<file path="config.mk">
export PLATFORM = sky130hd
export DESIGN_NAME = audio_tone_wb_flat
export DESIGN_NICKNAME = d
export VERILOG_FILES = /design/src/rtl/audio_tone_pkg.sv /design/src/rtl/audio_tone_if.sv /design/src/rtl/audio_tone_chan.sv /design/src/rtl/audio_tone_wb.sv /design/src/flat_wrapper.sv
export SDC_FILE = /design/constraint.sdc
export NUM_CORES = 1
export LEC_CHECK = 0
export CORE_AREA = 4 4 150 152
export CTS_CLUSTER_SIZE = 12
export DETAILED_ROUTE_END_ITERATION = 16
export DIE_AREA = 0 0 154 156
export DONT_BUFFER_PORTS = 1
export GPL_TIMING_DRIVEN = 0
export PLACE_DENSITY = 0.65
export SLEW_MARGIN = 25
export SYNTH_ARGS = -nofsm -noshare
export SYNTH_HDL_FRONTEND = slang
export SYNTH_SLANG_ARGS = --single-unit
</file>
<file path="constraint.sdc">
create_clock -name clk -period 3.12 [get_ports clk]
set_clock_uncertainty 0.2 [all_clocks]
set_input_delay 0.936 -clock clk [delete_from_list [all_inputs] [get_ports clk]]
set_output_delay 0.936 -clock clk [all_outputs]
set_load 0.005 [all_outputs]
</file>
<file path="src/rtl/audio_tone_pkg.sv">
// Shared constants for the multi-channel test-tone generator: register map,
// waveform mode encoding, field positions and noise LFSR parameters.
package audio_tone_pkg;

    localparam logic [3:0] REG_GLOBAL  = 4'd0;
    localparam logic [3:0] REG_CH_BASE = 4'd1;

    typedef enum logic [2:0] {
        MODE_SILENT = 3'd0,
        MODE_SAW    = 3'd1,
        MODE_TRI    = 3'd2,
        MODE_SQUARE = 3'd3,
        MODE_NOISE  = 3'd4
    } mode_e;

    localparam int GLB_EN_BIT   = 0;
    localparam int GLB_PRST_BIT = 1;
    localparam int CH_STEP_LSB  = 0;
    localparam int CH_MODE_LSB  = 16;
    localparam int CH_ATT_LSB   = 20;

    localparam logic [15:0] LFSR_TAPS = 16'hB400;
    localparam logic [15:0] LFSR_SEED = 16'hACE1;

    function automatic logic [15:0] lfsr_next(input logic [15:0] s);
        return (s >> 1) ^ (s[0] ? LFSR_TAPS : 16'h0000);
    endfunction

endpackage

</file>
<file path="src/rtl/audio_tone_if.sv">
// Wishbone-style register bus between the muacm2wb bridge and the tone generator.
interface audio_tone_if;
    logic [3:0]  addr;
    logic [31:0] wdata;
    logic [31:0] rdata;
    logic        we;
    logic        cyc;
    logic        ack;

    modport master (output addr, wdata, we, cyc, input rdata, ack);
    modport slave  (input addr, wdata, we, cyc, output rdata, ack);
endinterface

</file>
<file path="src/rtl/audio_tone_chan.sv">
// One tone channel: config fields, phase accumulator, waveform shaping and
// registered sample. Noise LFSR exists only with AUDIO_TONE_NOISE_EN defined.
module audio_tone_chan
    import audio_tone_pkg::*;
#(
    parameter int DW = 16,
    parameter int PW = 24
) (
    input  logic          clk,
    input  logic          rst_n,
    input  logic          en,
    input  logic          advance,
    input  logic          prst,
    input  logic          cfg_we,
    input  logic [15:0]   cfg_step,
    input  logic [2:0]    cfg_mode,
    input  logic [2:0]    cfg_att,
    output logic [31:0]   cfg_rdata,
    output logic [DW-1:0] sample
);
    logic [15:0]          step;
    logic [2:0]           mode;
    logic [2:0]           att;
    logic [PW-1:0]        acc;
    logic [DW-1:0]        p;
    logic [DW-1:0]        half;
    logic [DW-2:0]        tri_t;
    logic [DW-1:0]        wave;
    logic signed [DW-1:0] shaped;

    assign half  = {1'b1, {(DW-1){1'b0}}};
    assign p     = acc[PW-1 -: DW];
    assign tri_t = p[DW-2:0] ^ {(DW-1){p[DW-1]}};

`ifdef AUDIO_TONE_NOISE_EN
    logic [15:0]    lfsr;
    logic [DW+15:0] noise_word;

    assign noise_word = {lfsr, {DW{1'b0}}};

    always_ff @(posedge clk or negedge rst_n) begin
        if (!rst_n)       lfsr <= LFSR_SEED;
        else if (prst)    lfsr <= LFSR_SEED;
        else if (advance) lfsr <= lfsr_next(lfsr);
    end
`endif

    always_comb begin
        wave = '0;
        case (mode)
            MODE_SAW:    wave = p - half;
            MODE_TRI:    wave = {tri_t, 1'b0} - half;
            MODE_SQUARE: wave = p[DW-1] ? half : ~half;
`ifdef AUDIO_TONE_NOISE_EN
            MODE_NOISE:  wave = noise_word[DW+15 -: DW];
`endif
            default:     wave = '0;
        endcase
    end

    assign shaped    = $signed(wave) >>> att;
    assign cfg_rdata = {9'b0, att, 1'b0, mode, step};

    // A phase reset on the same edge as an advance leaves the accumulator at zero.
    always_ff @(posedge clk or negedge rst_n) begin
        if (!rst_n) begin
            step   <= '0;
            mode   <= '0;
            att    <= '0;
            acc    <= '0;
            sample <= '0;
        end else begin
            if (cfg_we) begin
                step <= cfg_step;
                mode <= cfg_mode;
                att  <= cfg_att;
            end
            if (prst)         acc <= '0;
            else if (advance) acc <= acc + PW'(step);
            sample <= en ? shaped : '0;
        end
    end

endmodule

</file>
<file path="src/rtl/audio_tone_wb.sv">
// Multi-channel test-tone generator top: register decode, GLOBAL register and
// NCH channel instances. Build with AUDIO_TONE_NOISE_EN for LFSR noise in MODE 4.
module audio_tone_wb
    import audio_tone_pkg::*;
#(
    parameter int NCH = 2,
    parameter int DW  = 16,
    parameter int PW  = 24
) (
    input  logic              clk,
    input  logic              rst_n,
    audio_tone_if.slave       wb,
    input  logic              out_ack,
    output logic [NCH*DW-1:0] out_data
);
    logic        ack_q;
    logic [31:0] rdata_q;
    logic [31:0] rd_mux;
    logic        en;
    logic        wr;
    logic        prst;
    logic        advance;
    logic [31:0] ch_rdata [NCH];
    logic        unused_wdata;

    assign wr           = wb.cyc && ack_q && wb.we;
    assign prst         = wr && (wb.addr == REG_GLOBAL) && wb.wdata[GLB_PRST_BIT];
    assign advance      = out_ack && en;
    assign unused_wdata = ^{wb.wdata[31:23], wb.wdata[19]};

    always_comb begin
        rd_mux = '0;
        if (wb.addr == REG_GLOBAL)
            rd_mux = {20'h0, 4'(NCH), 6'h0, 1'b0, en};
        for (int c = 0; c < NCH; c++)
            if (wb.addr == 4'(c + 1))
                rd_mux = ch_rdata[c];
    end

    // Ack follows the first cycle cyc is seen and drops for one cycle after,
    // so back-to-back requests never see ack on consecutive cycles.
    always_ff @(posedge clk or negedge rst_n) begin
        if (!rst_n) begin
            ack_q   <= 1'b0;
            rdata_q <= '0;
            en      <= 1'b0;
        end else begin
            ack_q   <= wb.cyc && !ack_q;
            rdata_q <= (wb.cyc && !ack_q) ? rd_mux : '0;
            if (wr && (wb.addr == REG_GLOBAL))
                en <= wb.wdata[GLB_EN_BIT];
        end
    end

    assign wb.ack   = ack_q;
    assign wb.rdata = rdata_q;

    for (genvar c = 0; c < NCH; c++) begin : g_chan
        audio_tone_chan #(.DW(DW), .PW(PW)) u_chan (
            .clk       (clk),
            .rst_n     (rst_n),
            .en        (en),
            .advance   (advance),
            .prst      (prst),
            .cfg_we    (wr && (wb.addr == 4'(REG_CH_BASE + c))),
            .cfg_step  (wb.wdata[CH_STEP_LSB +: 16]),
            .cfg_mode  (wb.wdata[CH_MODE_LSB +: 3]),
            .cfg_att   (wb.wdata[CH_ATT_LSB +: 3]),
            .cfg_rdata (ch_rdata[c]),
            .sample    (out_data[c*DW +: DW])
        );
    end

endmodule

</file>
<file path="src/flat_wrapper.sv">
// flat-port wrapper written by rule: the top's interface ports become plain ports
module audio_tone_wb_flat import audio_tone_pkg::*;
#(
    parameter int NCH = 2,
    parameter int DW  = 16,
    parameter int PW  = 24
)
  (clk, rst_n, out_ack, out_data, wb_addr, wb_wdata, wb_we, wb_cyc, wb_rdata, wb_ack);
  audio_tone_if wb_i ();
  input  logic clk;
  input  logic rst_n;
  input  logic out_ack;
  output logic [NCH*DW-1:0] out_data;
  input wire logic [$bits(wb_i.addr)-1:0] wb_addr;
  input wire logic [$bits(wb_i.wdata)-1:0] wb_wdata;
  input wire logic [$bits(wb_i.we)-1:0] wb_we;
  input wire logic [$bits(wb_i.cyc)-1:0] wb_cyc;
  output wire logic [$bits(wb_i.rdata)-1:0] wb_rdata;
  output wire logic [$bits(wb_i.ack)-1:0] wb_ack;
  assign wb_i.addr = wb_addr;
  assign wb_i.wdata = wb_wdata;
  assign wb_i.we = wb_we;
  assign wb_i.cyc = wb_cyc;
  assign wb_rdata = wb_i.rdata;
  assign wb_ack = wb_i.ack;
  audio_tone_wb #(.NCH(NCH), .DW(DW), .PW(PW)) u_core (.clk(clk), .rst_n(rst_n), .wb(wb_i), .out_ack(out_ack), .out_data(out_data));
endmodule
</file>
==> metrics.csv <==
stage;metric;value;unit
clocking;htreeDepth;4;
clocking;root_buffer;clkbuf_16;
power_and_ir_drop;pwr_density_cell;681;nW/um^2
critical_path;r2r_slack;170;ps
placed_design;dpl.hpwl;19.6;mm
timing;final.period_utilization;94.4;%
die;num_rows;53;
status;status;completed;
critical_path;critPathMaxStageDelay;590;ps
global_routing;grt_max_degree;149;
clocking;post_cts_buffers;0;
routing;viasPerCell;5.96;
yosys;ys_seq_area_share;38.8;%
clocking;path_clk_slew;70;ps
die;initial_utilization;45.4;%
worst_hold_path;hold_class;in -> async;
critical_path;critical_path.most_common_cell;clkbuf_1;
timing;hold_ws;137;ps
finish;final_common_cell;dfrtp_1;
clocking;clock_path_buffers;2;
critical_path;crit_type;reg -> reg;
yosys;yosys_warnings;0;
clocking;ctsResizeCount;0;
clocking;clk_latency;430;ps
placed_design;port_buffers;0;
critical_path;startpoint;u_core.en;
timing;final-max-slew-violation-count;0;
critical_path;worst-path-max-fanout;10;
die;dieArea;24000;sq um
critical_path;crit_path_end_kind;register;
critical_path;rr_worst_depth;7;
global_routing;overflow;0;
yosys;synth_cell_types;72;
routing;vias;7991;
timing;rsz0062_at_grt;no;
finish;final_nets;1128;
yosys;synthArstFlopShare;100;%
timing;max_slew.worst_pin.slew;785;ps
global_routing;grt_pass1_wl;42.7;mm
critical_path;cp_top_family;buffers and inverters;
timing;finalHoldViolCount;0;
yosys;syn_inst;1022;
routing;wl;26.8;mm
yosys;ys_ff_latch;148;
clocking;tritoncts;done;
critical_path;path_buf_inv;4;
timing;fmax;339;MHz
critical_path;startpoint_type;register;
die;die_x;154;um
clocking;numCtsBuffers;17;
timing;slew_headroom;47.7;%
global_routing;grt_pass1_vias;7777;
critical_path;slowest_stage;clkbuf_1;
die;core_region_area;21000;sq um
routing;ant_nets;0;
yosys;synth_flop_cell;dfrtp_1;
die;io_pins;106;
power_and_ir_drop;cellLeakagePower;4.94;nW
power_and_ir_drop;peakVddDrop;0.000386;V
yosys;syn_avg_cell_area;9.34;sq um
clocking;numClockSinks;148;
timing;setup_viol_count_final;0;
critical_path;path_cells;buf_2 -> and2_1 -> clkbuf_1 -> clkbuf_1 -> clkbuf_1 -> nand2_1 -> a21oi_1;
yosys;syn_area;9550;sq um
finish;synthToLayoutAreaGrowth;11.2;%
finish;final_util;50.5;%
finish;mostFrequentLayoutCells;dfrtp_1, nand2_1, nor2_1;
critical_path;required;3270;ps
routing;drtIter0Drc;546;
run;cap_violations;0;
critical_path;arrival;3090;ps
die;dieHeight;156;um
routing;avgRoutedWirePerCell;19.9;um
routing;drc_errors;0;
timing;fin_crit;2950;ps
finish;antenna_cells;0;
finish;drive_gt1_share;12.9;%
routing;first_pass_iters;5;
yosys;synth-edff-count;0;
critical_path;worstReg2RegEnd;u_core.g_chan[1].u_chan.acc[5];
placed_design;gp_congestion;0.952;
global_routing;grt_use_total;22.2;%
critical_path;path_depth;7;
global_routing;antenna_found_initial;0;
critical_path;r2r_start;u_core.en;
## cells by family after synthesis
| family | share of synthesized area (%) |
|---|---|
| compound gates | 21.6 |
| simple gates | 14.1 |
| flops | 38.8 |
| buf+inv | 5.78 |
| mux | 13.7 |
| fa+ha+maj | 4.61 |
| xor+xnor | 1.38 |
| other cells | 0.0393 |
## per-layer routing
layer | part of all wire (%) | vias to the layer above | wire (um) | GRT usage, %
met1 | 44 | 3804 | 11900 | 29.7
met2 | 44 | 321 | 11700 | 34.0
li1 | - | 3813 | - | -
met4 | 3.0 | 0 | 804 | 8.45
met5 | 0 | - | 0 | 0
met3 | 8.8 | 53 | 2350 | 6.91
## state kept, by name, indices dropped and copies added (netlist names)
register / flops
u_core.g_chan.u_chan.acc: 48
u_core.g_chan.u_chan.sample: 32
u_core.g_chan.u_chan.step: 32
u_core.wb.rdata: 22
u_core.g_chan.u_chan.att: 6
u_core.g_chan.u_chan.mode: 6
u_core.en: 1
u_core.wb.ack: 1
## power breakdown
part,leakage [nW],internal [mW],switching (mW)
registers,1.95,2.27,0.286
clock network,0.303,1.29,0.861
logic,2.69,1.04,1.49
total,4.94,4.60,2.63
## cells in the mapped netlist, types with 14 or more instances
master | n | share of area (%)
a21o_1 | 17 | 1.3
a21oi_1 | 56 | 2.9
a22o_1 | 33 | 3.0
a22oi_1 | 25 | 2.0
buf_2 | 18 | 0.94
clkbuf_1 | 47 | 1.8
dfrtp_1 | 148 | 39
ha_1 | 32 | 4.2
inv_1 | 47 | 1.8
mux2_2 | 44 | 5.2
mux2i_1 | 59 | 6.2
nand2_1 | 90 | 3.5
nand2b_1 | 14 | 0.92
nand3_1 | 32 | 1.7
nor2_1 | 71 | 2.8
o21ai_0 | 67 | 3.5
## worst max-delay path by stage
stage / end
after global routing: u_core.g_chan[1].u_chan.acc[5]
after floorplan: u_core.g_chan[0].u_chan.step[10]
after CTS: u_core.g_chan[1].u_chan.acc[5]
after detailed placement: u_core.g_chan[1].u_chan.acc[12]
final: u_core.g_chan[1].u_chan.acc[5]
after global placement: u_core.g_chan[1].u_chan.acc[12]
## per-stage QoR
step / area (sq um) / cells / setup slack [ps] / total power, mW / setup TNS, ps
global placement: 9930 / 1306 / -117 / 4.97 / -282
CTS: 10500 / 1338 / 154 / 7.19 / 0
floorplan: 9580 / 1031 / 538 / 4.47 / 0
finish: 10600 / 1341 / 174 / 7.23 / 0
detailed placement: 9930 / 1306 / -116 / 5.02 / -379
global route: 10600 / 1341 / 37.1 / 7.70 / 0
## final cells by class
class	instances	area, sq um
Tap cell	275	344
Sequential cell	148	3700
Fill cell	1943	10400
Clock buffer	18	439
Buffer	81	364
Inverter	50	188
Timing Repair Buffer	3	75.1
Multi-Input combinational cell	752	5330
Clock inverter	14	176
No activity file was read; power rests on OpenSTA's default activity.
